`config.mk`:
```
export PLATFORM = sky130hd
export DESIGN_NAME = kim_bus_arbiter
export DESIGN_NICKNAME = d
export VERILOG_FILES = /design/src/rtl/kim_bus_arbiter.sv
export SDC_FILE = /design/constraint.sdc
export NUM_CORES = 1
export LEC_CHECK = 0
export BUFFER_PORTS_ARGS = -buffer_cell sky130_fd_sc_hd__buf_2
export CAP_MARGIN = 15
export CORE_ASPECT_RATIO = 2
export CORE_MARGIN = 1
export CORE_UTILIZATION = 47
export DETAILED_ROUTE_END_ITERATION = 10
export PLACE_DENSITY = 0.83
export SETUP_SLACK_MARGIN = 0.4
export SLEW_MARGIN = 30
export SYNTH_ARGS = -nofsm -noshare
export SYNTH_HDL_FRONTEND = slang
export SYNTH_SLANG_ARGS = --single-unit
```
`constraint.sdc`:
```
create_clock -name clk -period 3.1 [get_ports clk]
set_clock_uncertainty 0.05 [all_clocks]
set_input_delay 0.62 -clock clk [delete_from_list [all_inputs] [get_ports clk]]
set_output_delay 0.62 -clock clk [all_outputs]
set_load 0.005 [all_outputs]
```
`src/rtl/kim_bus_arbiter.sv`:
```
// KIM-1 system bus arbiter: shares AB/DO/WE between the 6502 core and a host
// debug/loader port, stalling the CPU through RDY while the host owns the bus.
module kim_bus_arbiter #(
  parameter int unsigned MAX_BURST   = 16,
  parameter int unsigned CPU_HOLDOFF = 2
) (
  input  logic        clk,
  input  logic        reset,
  input  logic [15:0] cpu_ab,
  input  logic [7:0]  cpu_do,
  input  logic        cpu_we,
  output logic        cpu_rdy,
  input  logic        host_req,
  input  logic        host_we,
  input  logic [15:0] host_addr,
  input  logic [7:0]  host_wdata,
  output logic        host_ack,
  output logic [7:0]  host_rdata,
  output logic        host_owns,
  output logic [15:0] bus_ab,
  output logic [7:0]  bus_do,
  output logic        bus_we,
  input  logic [7:0]  bus_di
);

  localparam logic [7:0] BURST_LIMIT = 8'(MAX_BURST);
  localparam logic [3:0] HOLDOFF_LD  = 4'(CPU_HOLDOFF);

  typedef enum logic [2:0] {
    ST_CPU,
    ST_H_ADDR,
    ST_H_DATA,
    ST_H_GAP,
    ST_RELEASE
  } state_e;

  state_e     state_q, state_d;
  logic [7:0] burst_q, burst_d;
  logic [3:0] holdoff_q, holdoff_d;
  logic [7:0] rdata_q, rdata_d;

  always_ff @(posedge clk) begin
    if (!reset) begin
      state_q   <= ST_CPU;
      burst_q   <= 8'd0;
      holdoff_q <= 4'd0;
      rdata_q   <= 8'd0;
    end else begin
      state_q   <= state_d;
      burst_q   <= burst_d;
      holdoff_q <= holdoff_d;
      rdata_q   <= rdata_d;
    end
  end

  // While reset is low the outputs look like an idle CPU state, so an access
  // caught in flight never produces an ack or a host bus cycle.
  always_comb begin
    state_d    = state_q;
    burst_d    = burst_q;
    holdoff_d  = holdoff_q;
    rdata_d    = rdata_q;
    cpu_rdy    = 1'b1;
    host_ack   = 1'b0;
    host_owns  = 1'b0;
    host_rdata = rdata_q;
    bus_ab     = cpu_ab;
    bus_do     = cpu_do;
    bus_we     = cpu_we;

    if (reset) begin
      case (state_q)
        ST_CPU: begin
          if (holdoff_q != 4'd0) holdoff_d = holdoff_q - 4'd1;
          // CPU writes are never cut short; the stalled read is re-issued later.
          if (host_req && !cpu_we && (holdoff_q == 4'd0)) begin
            cpu_rdy = 1'b0;
            burst_d = 8'd0;
            state_d = ST_H_ADDR;
          end
        end
        ST_H_ADDR: begin
          bus_ab    = host_addr;
          bus_do    = host_wdata;
          bus_we    = host_we;
          cpu_rdy   = 1'b0;
          host_owns = 1'b1;
          state_d   = ST_H_DATA;
        end
        ST_H_DATA: begin
          bus_ab    = host_addr;
          bus_do    = host_wdata;
          bus_we    = 1'b0;
          cpu_rdy   = 1'b0;
          host_owns = 1'b1;
          host_ack  = 1'b1;
          if (!host_we) begin
            rdata_d    = bus_di;
            host_rdata = bus_di;
          end
          burst_d = burst_q + 8'd1;
          state_d = (burst_d == BURST_LIMIT) ? ST_RELEASE : ST_H_GAP;
        end
        ST_H_GAP: begin
          bus_ab    = host_addr;
          bus_do    = host_wdata;
          bus_we    = 1'b0;
          cpu_rdy   = 1'b0;
          host_owns = 1'b1;
          state_d   = host_req ? ST_H_ADDR : ST_RELEASE;
        end
        ST_RELEASE: begin
          bus_we    = 1'b0;
          cpu_rdy   = 1'b0;
          holdoff_d = HOLDOFF_LD;
          state_d   = ST_CPU;
        end
        default: state_d = ST_CPU;
      endcase
    end
  end

endmodule

```
==> reports/results.tsv <==
stage	metric	value	unit
sta	worst_pin_slew	0.663	ns
finish	drive_gt1_share	50.4	%
drt	dr.pass1.iters	8	
synth	synth_area_leaders	dfxtp_1 (29%), mux2_2 (24%), nand2_1 (5.4%)	
global_route	grt_pass1_vias	1619	
finish	final_cell_mix	buf_2 (96), mux2_2 (34), nand2_1 (23), dfxtp_1 (23), a21oi_1 (17)	
finish	final_common_cell	buf_2	
drt	wl_per_cell	13.8	um
floorplanning	num_io_pins	97	
drt	routed_wl	4360	um
finish	num-nets-final	349	
synth	synth-main-ff-cell	dfxtp_1	
global_route	antenna_found_initial	0	
synth	yosys_warnings	0	
sta	period_share	80.8	%
synth	synth_edf_count	0	
synth	synth_area_per_cell	8.45	um2
floorplanning	num_rows	29	
clock_tree	post-cts-setup-buffer-count	0	
clock_tree	cts-buffers-inserted	3	
finish	final_core_util	66.6	%
sta	setup_tns	0	ns
global_route	grt_max_degree	26	
synth	synth_nets	254	
placed_design	numPortBuffers	96	
synth	synth_top_area_share	28.7	%
sta	max-slew-margin-rel	55.6	%
placed_design	gp_congestion	0.802	
worst_setup_path	end_kind	primary output	
finish	antenna_cells	0	
run_status	violations	DRC	
clock_tree	cts_buffer_depth	2	
clock_tree	htree_levels	1	
worst_hold_path	hp-class	reg2reg	
placed_design	post-dp-hpwl	3420	um
pwr	ir_drop	0.364	mV
synth	synthArstFlopShare	0	%
drt	vias_per_cell	5.64	
run_status	outcome	complete, but fails checks	
worst_setup_path	crit_required	2.43	ns
global_route	grt_pass1_wl	6910	um
clock_tree	clk_latency	0.27	ns
synth	synth_area	1610	um2
clock_tree	hold_buffers	0	
worst_setup_path	critical_path_class	reg2out	
sta	slew_viol_final	0	
clock_tree	cts-root-buf	clkbuf_8	
global_route	grt_overflow	0	
synth	synth-seq-cells	23	
synth	netlist_instances	190	
worst_setup_path	worstPathMaxFanout	25	
clock_tree	cts_resized	0	
finish	fillerInstances	286	
floorplanning	start_util	49.7	%
synth	synth_cell_types	41	
global_route	grt_use_total	24.3	%
sta	hold_viol	0	
sta	timing.fmax	0.399	GHz
drt	vias	1777	
floorplanning	core_area	3230	um2
finish	finalInstanceArea	2150	um2
clock_tree	tritoncts	done	
floorplanning	die-area	3670	um2
pwr	leakage	1.00	nW
synth	synth_top_cell_by_area	dfxtp_1	
floorplanning	die_h	84.7	um
sta	period_minus_slack	2.50	ns
worst_setup_path	cp-start-kind	flip-flop	
sta	grt_setup_unrepaired	false	
placed_design	dpl_cell_area	2110	um2
floorplanning	chipWidth	43.3	um
drt	drtIter0Drc	75	
synth	synth_seq_area_share	28.7	%
worst_setup_path	arrival	1.83	ns
clock_tree	clock_sinks	23	
pwr	power_per_cell_area	491	nW/um2
finish	area_delta_synth_final	34.1	%
drt	ant_nets	0	
sta	finalSetupViolCount	0	
drt	drc_errors	30	
job	drv_cap	0	
clock_tree	clk_pin_slew_worst_paths	0.09	ns
[cell usage after synthesis, drive strengths merged (2+ instances only)]
master / n
a21oi: 17
ha: 3
nor4: 4
and2: 2
nor2: 9
mux2: 34
nor3b: 2
nand3: 3
nor3: 5
or3: 3
buf: 6
a31oi: 4
inv: 6
a21boi: 2
nand3b: 2
and3: 3
nand2: 24
nor2b: 3
dfxtp: 23
clkbuf: 5
or3b: 2
a211oi: 2
o21ai: 12
[state kept, by name, summed over array words and instances, names as in the netlist]
signal / count
burst_q: 8
holdoff_q: 4
rdata_q: 8
state_q: 3
[report_power, final]
part,internal (mW),switching (mW)
logic,0.259,0.235
registers,0.332,0.0361
clock network,0.0920,0.101
[worst max-delay path, stage by stage (launching register included)]
cell and delay, ns:
dfxtp_1 0.53, nor2_1 0.12, nor2_2 0.11, buf_4 0.29, mux2_2 0.37, buf_2 0.13
[cell families (layout without fill, tap and decap cells)]
logic type | count (synthesis) | in the layout | share of synthesized area (%)
buffers and inverters | 17 | 111 | 4.83
and+or+nand+nor | 68 | 68 | 23.3
DFF | 23 | 23 | 28.7
muxes | 34 | 34 | 23.9
AOI/OAI and AO/OA | 43 | 43 | 15.9
xor gates and xnor gates | 2 | 2 | 1.09
adders and majority gates | 3 | 3 | 2.34
[final timing paths]
path / startpoint / to / slack (ns) / cells after the start
max: state_q[0] / bus_do[7] / 0.60 / 5
min: rdata_q[5] / rdata_q[5] / 0.40 / 2
max reg2reg: state_q[0] / holdoff_q[1] / 1.16 / 5
min reg2reg: rdata_q[5] / rdata_q[5] / 0.40 / 2
[stage by stage]
stage          hold WS [ns]  std cells  power (mW)  setup slack (ns)
3_5_place_dp          0.397        311       0.872             0.620
5_1_grt               0.431        315        1.13             0.476
6_report              0.403        315        1.06             0.595
3_3_place_gp          0.389        311       0.858             0.642
4_1_cts               0.408        315        1.06             0.590
2_1_floorplan         0.383        190       0.706             0.901
[layer usage]
layer | track usage, % | vias up | wire length, um
met2 | 46.6 | 94 | 2260
met1 | 22.6 | 799 | 1480
met5 | 0 | - | 0
li1 | - | 880 | -
met4 | 8.52 | 0 | 45
met3 | 7.53 | 4 | 576
[cell type report]
class                           instances  area, um2  share of cell area (%)
Clock buffer                            4       45.0                    2.09
Inverter                                6       22.5                    1.05
Multi-Input combinational cell        150       1070                    49.6
Sequential cell                        23        460                    21.4
Tap cell                               31       38.8                    1.80
Timing Repair Buffer                  101        518                    24.1
Note: power is estimated with default switching activity, not from simulation.
